===== src/rtl/axi_weight_wr_serializer_pkg.sv =====
// Shared constants, sizing helpers and serializer state encoding for the
// AXI-write to weight-RAM bridge.
package axi_weight_pkg;

   typedef enum logic {
      S_IDLE = 1'b0,
      S_EMIT = 1'b1
   } ser_state_e;

   function automatic int lanes(input int data_w, input int weight_w);
      return data_w / weight_w;
   endfunction

   function automatic int lane_bytes(input int weight_w);
      return weight_w / 8;
   endfunction

   function automatic int word_width(input int addr_w, input int data_w);
      return addr_w - $clog2(data_w / 8);
   endfunction

   // Values for the default 32-bit address / 64-bit beat / 16-bit weight build.
   localparam int L      = lanes(64, 16);
   localparam int B      = lane_bytes(16);
   localparam int WORD_W = word_width(32, 64);
   localparam int MASK_W = L;

endpackage


===== src/rtl/axi_weight_wr_serializer_if.sv =====
// AXI write-beat input and weight-RAM write output of the bridge.
interface axi_weight_wr_serializer_if #(
   parameter int AXI_ADDR_WIDTH = 32,
   parameter int AXI_DATA_WIDTH = 64,
   parameter int WEIGHT_WIDTH   = 16
);
   logic [AXI_DATA_WIDTH-1:0]   axi_wr_data;
   logic [AXI_ADDR_WIDTH-1:0]   axi_wr_addr;
   logic [AXI_DATA_WIDTH/8-1:0] axi_wr_strobe;
   logic                        axi_wr_en;
   logic                        axi_wr_ready;
   logic [WEIGHT_WIDTH-1:0]     weight_wr_data;
   logic [31:0]                 weight_wr_addr;
   logic                        weight_wr_en;

   modport slave (
      input  axi_wr_data, axi_wr_addr, axi_wr_strobe, axi_wr_en,
      output axi_wr_ready, weight_wr_data, weight_wr_addr, weight_wr_en
   );

   modport master (
      output axi_wr_data, axi_wr_addr, axi_wr_strobe, axi_wr_en,
      input  axi_wr_ready, weight_wr_data, weight_wr_addr, weight_wr_en
   );
endinterface


===== src/rtl/axi_weight_wr_serializer_fifo.sv =====
// Show-ahead FIFO (head visible on rdata_o) with occupancy count.
module weight_wr_fifo #(
   parameter int WIDTH = 8,
   parameter int DEPTH = 4,
   localparam int CW   = $clog2(DEPTH + 1)
) (
   input  logic             clk,
   input  logic             rst_n,
   input  logic             push_i,
   input  logic [WIDTH-1:0] wdata_i,
   input  logic             pop_i,
   output logic [WIDTH-1:0] rdata_o,
   output logic [CW-1:0]    count_o,
   output logic             full_o,
   output logic             empty_o
);
   localparam int PW = (DEPTH > 1) ? $clog2(DEPTH) : 1;

   logic [WIDTH-1:0] mem_q [DEPTH];
   logic [PW-1:0]    wptr_q, rptr_q;
   logic [CW-1:0]    count_q;
   logic             do_push, do_pop;

   assign full_o  = (count_q == CW'(DEPTH));
   assign empty_o = (count_q == '0);
   assign do_push = push_i & ~full_o;
   assign do_pop  = pop_i & ~empty_o;
   assign rdata_o = mem_q[rptr_q];
   assign count_o = count_q;

   always_ff @(posedge clk) begin
      if (do_push) mem_q[wptr_q] <= wdata_i;
   end

   always_ff @(posedge clk or negedge rst_n) begin
      if (!rst_n) begin
         wptr_q  <= '0;
         rptr_q  <= '0;
         count_q <= '0;
      end else begin
         if (do_push) wptr_q <= wptr_q + 1'b1;
         if (do_pop)  rptr_q <= rptr_q + 1'b1;
         case ({do_push, do_pop})
            2'b10:   count_q <= count_q + 1'b1;
            2'b01:   count_q <= count_q - 1'b1;
            default: count_q <= count_q;
         endcase
      end
   end
endmodule


===== src/rtl/axi_weight_wr_serializer.sv =====
// Buffers packed-weight AXI beats and writes them one weight per clock into
// the weight RAM. Optional macro WEIGHT_LOAD_DONE_EN adds the load_done output.
module axi_weight_wr_serializer
   import axi_weight_pkg::*;
#(
   parameter int NUM_WEIGHTS    = 76976,
   parameter int AXI_BASE_ADDR  = 393728,
   parameter int AXI_ADDR_WIDTH = 32,
   parameter int AXI_DATA_WIDTH = 64,
   parameter int WEIGHT_WIDTH   = 16,
   parameter int FIFO_DEPTH     = 4
) (
   input  logic                        clk,
   input  logic                        rst_n,
   axi_weight_wr_serializer_if.slave   bus
`ifdef WEIGHT_LOAD_DONE_EN
   ,
   output logic                        load_done
`endif
);
   localparam int NL  = lanes(AXI_DATA_WIDTH, WEIGHT_WIDTH);
   localparam int NB  = lane_bytes(WEIGHT_WIDTH);
   localparam int OFF = $clog2(AXI_DATA_WIDTH / 8);
   localparam int WW  = word_width(AXI_ADDR_WIDTH, AXI_DATA_WIDTH);
   localparam int LW  = $clog2(NL);
   localparam int EW  = WW + AXI_DATA_WIDTH + NL;
   // One spare bit so word*NL+i never wraps before the range compare.
   localparam int IW  = (((WW + LW) > 32) ? (WW + LW) : 32) + 1;
   localparam logic [IW-1:0]             NUM_W = IW'(NUM_WEIGHTS);
   localparam logic [AXI_ADDR_WIDTH-1:0] BASE  = AXI_ADDR_WIDTH'(AXI_BASE_ADDR);

   // Beat decode: NL is a power of two, so word*NL+i is {word, i}.
   logic [AXI_ADDR_WIDTH-1:0] rel_addr;
   logic [WW-1:0]             in_word;
   logic [NL-1:0]             in_mask;
   logic                      in_range;

   assign rel_addr = bus.axi_wr_addr - BASE;
   assign in_word  = WW'(rel_addr >> OFF);
   assign in_range = (bus.axi_wr_addr >= BASE);

   always_comb begin
      in_mask = '0;
      for (int i = 0; i < NL; i++)
         in_mask[i] = in_range && (&bus.axi_wr_strobe[i*NB +: NB]) &&
                      (IW'({in_word, LW'(i)}) < NUM_W);
   end

   logic [EW-1:0]             head;
   logic [$clog2(FIFO_DEPTH+1)-1:0] fifo_count;
   logic                      fifo_full, fifo_empty, push, pop;
   logic [WW-1:0]             h_word;
   logic [AXI_DATA_WIDTH-1:0] h_data;
   logic [NL-1:0]             h_mask;

   assign bus.axi_wr_ready = (fifo_count != FIFO_DEPTH[$bits(fifo_count)-1:0]);
   assign push = bus.axi_wr_en & ~fifo_full & (|in_mask);
   assign {h_word, h_data, h_mask} = head;

   weight_wr_fifo #(.WIDTH(EW), .DEPTH(FIFO_DEPTH)) u_fifo (
      .clk     (clk),
      .rst_n   (rst_n),
      .push_i  (push),
      .wdata_i ({in_word, bus.axi_wr_data, in_mask}),
      .pop_i   (pop),
      .rdata_o (head),
      .count_o (fifo_count),
      .full_o  (fifo_full),
      .empty_o (fifo_empty)
   );

   ser_state_e                state_q, state_d;
   logic [WW-1:0]             word_q, word_d, src_word;
   logic [AXI_DATA_WIDTH-1:0] data_q, data_d, src_data;
   logic [NL-1:0]             rem_q, rem_d, src_mask, left;
   logic [LW-1:0]             lane;
   logic                      wen_q, wen_d;
   logic [WEIGHT_WIDTH-1:0]   wdata_q, wdata_d;
   logic [31:0]               waddr_q, waddr_d;

   always_ff @(posedge clk or negedge rst_n) begin
      if (!rst_n) begin
         state_q <= S_IDLE;
         word_q  <= '0;
         data_q  <= '0;
         rem_q   <= '0;
         wen_q   <= 1'b0;
         wdata_q <= '0;
         waddr_q <= '0;
      end else begin
         state_q <= state_d;
         word_q  <= word_d;
         data_q  <= data_d;
         rem_q   <= rem_d;
         wen_q   <= wen_d;
         wdata_q <= wdata_d;
         waddr_q <= waddr_d;
      end
   end

   // IDLE emits straight from the FIFO head; EMIT works off the held copy,
   // and reloads from the head on its last lane so entries run back to back.
   always_comb begin
      state_d  = state_q;
      word_d   = word_q;
      data_d   = data_q;
      rem_d    = rem_q;
      wen_d    = 1'b0;
      wdata_d  = wdata_q;
      waddr_d  = waddr_q;
      pop      = 1'b0;
      src_word = word_q;
      src_data = data_q;
      src_mask = rem_q;
      if (state_q == S_IDLE) begin
         src_word = h_word;
         src_data = h_data;
         src_mask = fifo_empty ? '0 : h_mask;
      end
      lane = '0;
      for (int i = NL - 1; i >= 0; i--)
         if (src_mask[i]) lane = LW'(i);
      left = src_mask & ~(NL'(1) << lane);
      if (src_mask != '0) begin
         wen_d   = 1'b1;
         wdata_d = src_data[lane*WEIGHT_WIDTH +: WEIGHT_WIDTH];
         waddr_d = 32'({src_word, lane});
         if (state_q == S_IDLE) begin
            pop    = 1'b1;
            word_d = h_word;
            data_d = h_data;
         end
         if (left != '0) begin
            rem_d   = left;
            state_d = S_EMIT;
         end else if (state_q == S_EMIT && !fifo_empty) begin
            pop     = 1'b1;
            word_d  = h_word;
            data_d  = h_data;
            rem_d   = h_mask;
            state_d = S_EMIT;
         end else begin
            rem_d   = '0;
            state_d = S_IDLE;
         end
      end
   end

   assign bus.weight_wr_en   = wen_q;
   assign bus.weight_wr_data = wdata_q;
   assign bus.weight_wr_addr = waddr_q;

`ifdef WEIGHT_LOAD_DONE_EN
   logic [31:0] wcnt_q, wcnt_d;
   logic        done_q;

   always_comb begin
      wcnt_d = wcnt_q;
      if (wen_q && wcnt_q != 32'(NUM_WEIGHTS)) wcnt_d = wcnt_q + 32'd1;
   end

   always_ff @(posedge clk or negedge rst_n) begin
      if (!rst_n) begin
         wcnt_q <= '0;
         done_q <= 1'b0;
      end else begin
         wcnt_q <= wcnt_d;
         done_q <= (wcnt_d == 32'(NUM_WEIGHTS));
      end
   end

   assign load_done = done_q;
`endif
endmodule

===== src/flat_wrapper.sv =====
// flat-port wrapper written by rule: the top's interface ports become plain ports
module axi_weight_wr_serializer_flat import axi_weight_pkg::*;
#(
   parameter int NUM_WEIGHTS    = 76976,
   parameter int AXI_BASE_ADDR  = 393728,
   parameter int AXI_ADDR_WIDTH = 32,
   parameter int AXI_DATA_WIDTH = 64,
   parameter int WEIGHT_WIDTH   = 16,
   parameter int FIFO_DEPTH     = 4
)
  (clk, rst_n, bus_axi_wr_data, bus_axi_wr_addr, bus_axi_wr_strobe, bus_axi_wr_en, bus_axi_wr_ready, bus_weight_wr_data, bus_weight_wr_addr, bus_weight_wr_en);
  axi_weight_wr_serializer_if #(.AXI_ADDR_WIDTH(AXI_ADDR_WIDTH), .AXI_DATA_WIDTH(AXI_DATA_WIDTH), .WEIGHT_WIDTH(WEIGHT_WIDTH)) bus_i ();
  input  logic clk;
  input  logic rst_n;
  input wire logic [$bits(bus_i.axi_wr_data)-1:0] bus_axi_wr_data;
  input wire logic [$bits(bus_i.axi_wr_addr)-1:0] bus_axi_wr_addr;
  input wire logic [$bits(bus_i.axi_wr_strobe)-1:0] bus_axi_wr_strobe;
  input wire logic [$bits(bus_i.axi_wr_en)-1:0] bus_axi_wr_en;
  output wire logic [$bits(bus_i.axi_wr_ready)-1:0] bus_axi_wr_ready;
  output wire logic [$bits(bus_i.weight_wr_data)-1:0] bus_weight_wr_data;
  output wire logic [$bits(bus_i.weight_wr_addr)-1:0] bus_weight_wr_addr;
  output wire logic [$bits(bus_i.weight_wr_en)-1:0] bus_weight_wr_en;
  assign bus_i.axi_wr_data = bus_axi_wr_data;
  assign bus_i.axi_wr_addr = bus_axi_wr_addr;
  assign bus_i.axi_wr_strobe = bus_axi_wr_strobe;
  assign bus_i.axi_wr_en = bus_axi_wr_en;
  assign bus_axi_wr_ready = bus_i.axi_wr_ready;
  assign bus_weight_wr_data = bus_i.weight_wr_data;
  assign bus_weight_wr_addr = bus_i.weight_wr_addr;
  assign bus_weight_wr_en = bus_i.weight_wr_en;
  axi_weight_wr_serializer #(.NUM_WEIGHTS(NUM_WEIGHTS), .AXI_BASE_ADDR(AXI_BASE_ADDR), .AXI_ADDR_WIDTH(AXI_ADDR_WIDTH), .AXI_DATA_WIDTH(AXI_DATA_WIDTH), .WEIGHT_WIDTH(WEIGHT_WIDTH), .FIFO_DEPTH(FIFO_DEPTH)) u_core (.clk(clk), .rst_n(rst_n), .bus(bus_i));
endmodule

===== config.mk =====
export PLATFORM = sky130hd
export DESIGN_NAME = axi_weight_wr_serializer_flat
export DESIGN_NICKNAME = d
export VERILOG_FILES = /design/src/rtl/axi_weight_wr_serializer_pkg.sv /design/src/rtl/axi_weight_wr_serializer_if.sv /design/src/rtl/axi_weight_wr_serializer_fifo.sv /design/src/rtl/axi_weight_wr_serializer.sv /design/src/flat_wrapper.sv
export SDC_FILE = /design/constraint.sdc
export NUM_CORES = 1
export LEC_CHECK = 0
export ABC_CLOCK_PERIOD_IN_PS = 10000
export CORE_ASPECT_RATIO = 1.4
export CORE_UTILIZATION = 50
export DETAILED_ROUTE_END_ITERATION = 6
export PLACE_DENSITY_LB_ADDON = 0.05
export SYNTH_ARGS = -nofsm -noshare
export SYNTH_HDL_FRONTEND = slang
export SYNTH_SLANG_ARGS = --single-unit
export TNS_END_PERCENT = 10

===== constraint.sdc =====
create_clock -name clk -period 10 [get_ports clk]
set_clock_uncertainty 0.2 [all_clocks]
set_input_delay 3 -clock clk [delete_from_list [all_inputs] [get_ports clk]]
set_output_delay 3 -clock clk [all_outputs]
set_load 0.02 [all_outputs]

=== After elaboration in Yosys (flattened, before gate mapping) ===
Memory sizes are Yosys's and may differ from the RTL's.
Index checks and enable logic that the tools add are counted.

* Add/sub/neg operators: 5
* Order comparisons: 5
* Eq/ne operators: 4
* Shifts and indexed selects: 2
* Multiplexer cells: 24
* Bitwise gates (word level): 8
* Reduce and logical (&&, ||, !) cells: 19

{| class="wikitable"
|+ Operator list
! operator !! number
|-
| 64-bit 2-to-1 mux || 3
|-
| 31-bit by 17-bit less-than comparator with 1-bit output, second input constant || 4
|-
| 29-bit 2-to-1 mux || 3
|-
| 64-bit by 7-bit indexed part select with 16-bit output || 1
|-
| 32-bit by 19-bit >= comparator with 1-bit output, second input constant || 1
|-
| 32-bit by 19-bit subtractor with 32-bit output, second input constant || 1
|-
| 4-bit 2-to-1 mux || 4
|-
| 1-bit logical AND || 9
|-
| 1-bit 2-to-1 mux || 9
|-
| 2-bit 2-to-1 mux || 4
|-
| 2-bit AND reduction || 4
|-
| 4-bit nonzero test || 2
|-
| 3-bit one-hot mux with 2 select lines || 1
|-
| 2-bit by 1-bit adder with 2-bit output, second input constant || 2
|-
| 1-bit bitwise AND || 4
|-
| 4-bit bitwise AND || 1
|-
| 4-bit inverter || 1
|-
| 4-bit OR reduction || 1
|-
| 1-bit by 2-bit << shifter with 4-bit output, first input constant || 1
|-
| 3-bit by 1-bit adder with 3-bit output, second input constant || 1
|-
| 3-bit equality test, second input constant || 1
|-
| 3-bit zero test || 1
|-
| 3-bit != test, second input constant || 1
|-
| 3-bit by 1-bit subtractor with 3-bit output, second input constant || 1
|-
| 5 further kinds || 6
|}

* Bits in registers: 153
* Memory bits (writable): 388
* Input port bits: 107
* Output and inout port bits: 50
* Word-level logic and storage cells: 78
* Memories: 1

{| class="wikitable"
|+ Memory list
! memory !! words !! bits a word !! rd ports !! clocked after Yosys merged registers in !! wr ports !! RTL line !! source
|-
| u_core.u_fifo.mem_q || 4 || 97 || 1 || 0 || 1 || axi_weight_wr_serializer_fifo.sv:19 || <nowiki>logic [WIDTH-1:0] mem_q [DEPTH];</nowiki>
|}

=== Depth between registers and ports, before layout ===
* Depth after elaboration: 16
* Depth in mapped cells: 16
* Mapped depth without buffers: 15

=== By module ===
From an unflattened synthesis, not the netlist that was laid out.

* Cell total of the unflattened synthesis: 1163
* Area, all modules: 21953.6 sq um

{| class="wikitable"
|+ By module, submodules not included
! module !! instances !! cells an instance !! area an instance (sq um)
|-
| weight_wr_fifo || 1 || 544 || 14403.8
|-
| axi_weight_wr_serializer || 1 || 619 || 7549.7
|}

=== Worst setup path before layout ===
OpenSTA, ideal clock, no wires.

* Path type: input to register
* Start point: input bus_axi_wr_addr[19]
* End point: memory u_core.u_fifo.mem_q[0][0] (netlist bit) (enable)
* Setup time: 0.467 ns
* Arrival time: 7.470 ns
* Setup slack: 1.863 ns
* Cell stages on the path: 9
* Buffers on the path: 2
* Cell sequence: buf_6 or4_4 or4_1 buf_2 o31a_1 nor3_2 o2111ai_2 nor3_4 and2_1

* Cells in the longest elaborated chain, start to end: 8
* Elaborated cells on any way between the ends: 19
* Those cells by class: add/sub: 1; order compare: 5; mux: 2; bitwise: 2; reduce/logical: 9

{| class="wikitable"
|+ RTL lines
! element !! RTL line !! source
|-
| start: declaration || flat_wrapper.sv:16 || <nowiki>input wire logic [$bits(bus_i.axi_wr_addr)-1:0] bus_axi_wr_addr;</nowiki>
|-
| 32-bit by 19-bit subtractor with 32-bit output / 32-bit by 19-bit >= comparator with 1-bit output (equally long branches) || axi_weight_wr_serializer.sv:38, axi_weight_wr_serializer.sv:40 ||
|-
| 31-bit by 17-bit less-than comparator with 1-bit output / 1-bit logical AND (equally long branches) || axi_weight_wr_serializer.sv:46, axi_weight_wr_serializer.sv:45 ||
|-
| 1-bit logical AND || axi_weight_wr_serializer.sv:45 || <nowiki>in_mask[i] = in_range && (&bus.axi_wr_strobe[i*NB +: NB]) &&</nowiki>
|-
| 4-bit OR reduction (*) || axi_weight_wr_serializer.sv:57 || <nowiki>assign push = bus.axi_wr_en & ~fifo_full & (|in_mask);</nowiki>
|-
| 1-bit bitwise AND (*) || axi_weight_wr_serializer.sv:57 ||
|-
| 1-bit bitwise AND (*) || axi_weight_wr_serializer_fifo.sv:26 || <nowiki>assign do_push = push_i & ~full_o;</nowiki>
|-
| 1-bit 2-to-1 mux (*) || axi_weight_wr_serializer_fifo.sv:32 || <nowiki>if (do_push) mem_q[wptr_q] <= wdata_i;</nowiki>
|-
| 1-bit 2-to-1 mux (implied by the code) (*) || axi_weight_wr_serializer_fifo.sv:32 ||
|-
| end: declaration || axi_weight_wr_serializer_fifo.sv:19 ||
|}

Every way passes the cells marked *; elsewhere a longest branch is shown, timed or not.

=== Worst setup path in the final report ===
* Start point: input bus_axi_wr_addr[9]
* End point: memory u_core.u_fifo.mem_q[2][16] (netlist bit) (enable)

* Cells in the longest elaborated chain, start to end: 8
* Elaborated cells on any way between the ends: 19
* Those cells by class: add/sub: 1; order compare: 5; mux: 2; bitwise: 2; reduce/logical: 9

{| class="wikitable"
|+ RTL lines
! element !! RTL line !! source
|-
| 32-bit by 19-bit subtractor with 32-bit output (*) || axi_weight_wr_serializer.sv:38 || <nowiki>assign rel_addr = bus.axi_wr_addr - BASE;</nowiki>
|-
| named net u_core.rel_addr[9] || axi_weight_wr_serializer.sv:33 || <nowiki>logic [AXI_ADDR_WIDTH-1:0] rel_addr;</nowiki>
|-
| 31-bit by 17-bit less-than comparator with 1-bit output || axi_weight_wr_serializer.sv:46 || <nowiki>(IW'({in_word, LW'(i)}) < NUM_W);</nowiki>
|-
| 1-bit logical AND || axi_weight_wr_serializer.sv:45 ||
|-
| 4-bit OR reduction (*) || axi_weight_wr_serializer.sv:57 ||
|-
| 1-bit bitwise AND (*) || axi_weight_wr_serializer.sv:57 ||
|-
| 1-bit bitwise AND (*) || axi_weight_wr_serializer_fifo.sv:26 ||
|-
| 1-bit 2-to-1 mux (*) || axi_weight_wr_serializer_fifo.sv:32 ||
|-
| 1-bit 2-to-1 mux (implied by the code) (*) || axi_weight_wr_serializer_fifo.sv:32 ||
|}

Mark *: on every way through the listed nets, which the timed path passes. The rest lies on a longest branch.

==> results summary <==
The run finished with clean final reports. The cell leakage power is 8.58 nW. The share of post-route cells with drive strength above 1 came out at 18.0%. The net count after synthesis is 1317. By area the synthesized netlist is led by sky130_fd_sc_hd__edfxtp_1 53%, sky130_fd_sc_hd__dfrtp_1 18%, sky130_fd_sc_hd__mux4_2 10%. STA classifies the critical path startpoint as an input port.

The initial antenna violation count is 1. The portion of the post-synthesis area used by sequential elements is 70.8%. The worst hold path begins at u_core.bus.weight_wr_addr[14]. In the global route stage, overall resource usage came out at 21.6%.

The area growth from synthesis to layout is 16.9%. The remaining design rule violation count came out at 0. In this run the worst hold path is classified as flop to flop. The number of hold-slack violations in the final timing report is 0.

The largest fanout of any net on the critical path came out at 56. The count of routing violations after the opening detailed-route iteration is 618. The number of levels the H-tree was split into came out at 2. The worst path uses 74.1% of the clock period. From left edge to right edge, the die measures 179 um. Based on the critical path, the design can be clocked at up to 135 MHz.

The clock passes through at most 3 buffers. The antenna diode count came out at 0. The number of buffers created by CTS came out at 50. The antenna violation net count after detailed routing came out at 0.

The number of max-capacitance violations reported is 0. Once layout is complete, the utilization of the core stands at 59.3%. The primary flip-flop cell chosen by synthesis mapping is sky130_fd_sc_hd__edfxtp_1. The number of vias in the routed layout is 11400. At the worst endpoint, the arrival time is 7.44 ns. The end of the worst register-to-register path is u_core.bus.weight_wr_data[10]. Adding up every negative setup slack in the final design gives 0 ns. Leaving out fill and tap cells, the most frequent cells in the layout are 388 x sky130_fd_sc_hd__edfxtp_1, 151 x sky130_fd_sc_hd__clkdlybuf4s50_1, 151 x sky130_fd_sc_hd__dfrtp_1. The first-pass iteration count of the detailed router came out at 7. The count of pins over their slew limit came out at 0. The HPWL after detailed placement is 27300 um. The final hold slack is 0.280 ns. The number of placed instances, taps included, is 1848. The row count is 90. The area of placed instances is 0.0240 sq mm. At the worst endpoint, the required time is 10.03 ns. The number of top-level pins is 157. The number of synthesized register bits came out at 541. The quantity of hold-fixing buffers added after cts came out at 0. The final instance area came out at 0.0256 sq mm. TritonCTS built the clock tree. The maximum number of pins on one net before global-route repair is 64.

In this run the power density over the cells is 171 mW/mm^2. The floorplan step defined a die boundary enclosing 0.0446 sq mm. The floorplan core area is 0.0431 sq mm.

The number of synthesized flops with an enable pin came out at 388. Once the floorplan was initialized, standard cells occupied 50.7% of the core. The worst voltage drop across the vdd grid came out at 0.117 mV.

In this run the mean area of a mapped cell was 18.2 sq um. The global-route wire length before repair is 71600 um. The mapped netlist covers 0.0219 sq mm. The placer congestion estimate is 0.838. The worst register-to-register path has a setup slack of 4.55 ns. The worst slew margin relative to its limit is 30.9%. In this run the critical register-to-register path is launched from u_core.u_fifo.rptr_q[0]. The count of unique library cells instantiated by Yosys is 68. The number of sinks driven by the clock tree came out at 541. The worst setup path is of the input port to flop kind. At the later pin of the worst-skew pair, clock insertion delay measures 0.57 ns. The worst-case reg-to-reg path depth is 8. The number of buffers inserted to repair setup after CTS came out at 0.

The detail-routed via count per cell is 5.88. The leading cell type in the layout, fill and taps excluded is sky130_fd_sc_hd__edfxtp_1. The wire length per cell after detailed routing came out at 23.8 um.

After the flow finishes, the layout carries non-filler instances totaling 1941. The number of nets in the layout came out at 1462. The overflow left after global routing is 0. The area share of the leading cell type in the synthesized netlist came out at 53.3%. The height of the die came out at 249 um. The time the final worst path needs with I/O delays and setup is 7.41 ns. The gate count of the mapped netlist came out at 1203.

The critical path endpoint category is a flop. Setup repair after global routing left no endpoint under its margin. The cell taking the most area after synthesis is sky130_fd_sc_hd__edfxtp_1. The final worst slack came out at 2.59 ns.

Before CTS, the worst setup slack after placement is 1.94 ns. The final layout contains routed wiring with a total length of 46200 um. The number of endpoints failing setup at the final stage came out at 0. The count of instances resized after the clock tree is built is 0. Counting instances, the worst hold path has a depth of 2. The clock-pin slew of the registers on the worst-case setup and hold paths came out at 0.06 ns. The number of buffers inserted by port buffering is 152. The actual transition at the worst max-transition pin came out at 1.04 ns. For hold timing, the worst endpoint is u_core.bus.weight_wr_addr[14]. The number of global-route vias before repair is 12300. The design draws 4.37 mW.

During synthesis, Yosys emitted a total of 0 warnings. The tree is rooted in a sky130_fd_sc_hd__clkbuf_16. The critical path starts at bus_axi_wr_addr[9]. The post-synthesis async set-or-reset flop share came out at 28.3%.
## worst max path at each step
stage,to,slack (ns),depth (start not counted)
floorplan,u_core.u_fifo.mem_q[0][0],1.86,9
CTS,u_core.u_fifo.mem_q[1][53],2.53,11
global route,u_core.u_fifo.mem_q[1][0],2.23,11
detailed placement,u_core.u_fifo.mem_q[1][53],1.94,11
global placement,u_core.u_fifo.mem_q[1][53],2.01,11
finish,u_core.u_fifo.mem_q[2][16],2.59,11
## synthesized netlist by cell type (all sizes together), types with 7 or more instances
library cell,count
mux2,94
o22ai,17
dfrtp,153
inv,17
o22a,17
xnor2,12
nor3,11
mux2i,79
nand2,62
edfxtp,388
o221ai,18
clkbuf,40
xor2,12
and2,7
mux4,97
a221oi,16
o21ai,33
nor2,19
buf,31
## state kept, by name, summed over array words and instances, names as in the netlist
register                   count
u_core.bus.weight_wr_data     16
u_core.u_fifo.count_o          3
u_core.bus.weight_wr_addr     31
u_core.bus.weight_wr_en        1
u_core.data_q                 64
u_core.u_fifo.rptr_q           2
u_core.state_q                 1
u_core.u_fifo.wptr_q           2
u_core.rem_q                   4
u_core.u_fifo.mem_q          388
u_core.word_q                 29
## worst max-delay path: stages
cell	delay, ns
sky130_fd_sc_hd__clkdlybuf4s50_1	0.61
sky130_fd_sc_hd__inv_1	0.16
sky130_fd_sc_hd__ha_1	0.36
sky130_fd_sc_hd__nor2b_1	0.23
sky130_fd_sc_hd__a31oi_1	0.56
sky130_fd_sc_hd__o211ai_1	0.30
sky130_fd_sc_hd__nor3_2	0.25
sky130_fd_sc_hd__o2111ai_2	0.25
sky130_fd_sc_hd__nor3_4	0.44
sky130_fd_sc_hd__and2_4	0.84
sky130_fd_sc_hd__buf_12	0.38
## logic make-up (layout without fill, tap and decap cells)
logic type | Yosys count | after routing | synth area share, %
muxes | 270 | 270 | 18.5
AOI/OAI and AO/OA | 135 | 135 | 4.58
DFF | 541 | 541 | 70.8
xor gates and xnor gates | 24 | 24 | 0.961
and+or+nand+nor | 136 | 136 | 3.05
buffers and inverters | 88 | 274 | 1.65
adders and majority gates | 8 | 8 | 0.481
other | 1 | 1 | 0.0171
## layer usage
| layer | wire, um | up-vias | part of all wire [%] | track usage, % |
|---|---|---|---|---|
| li1 | - | 5078 | - | - |
| met1 | 19000 | 6034 | 41 | 27.9 |
| met2 | 24000 | 230 | 52 | 37.4 |
| met3 | 1740 | 75 | 3.8 | 3.12 |
| met4 | 1370 | 2 | 3.0 | 7.24 |
| met5 | 13 | - | 0.028 | 0 |
## power breakdown
group	internal, mW	switching [mW]	leakage, nW	total (mW)
clock network	1.06	0.792	0.784	1.86
registers	2.41	0.000177	5.26	2.41
logic	0.0459	0.0562	2.53	0.102
## area by class of cell
cell class                      count  area [sq um]
Clock buffer                       70          1420
Clock inverter                     23           175
Fill cell                        3210         17600
Inverter                           17          66.3
Multi-Input combinational cell    574          6050
Sequential cell                   541         15500
Tap cell                          552           691
Timing Repair Buffer              164          1660
Note: power is estimated with default switching activity, not from simulation.
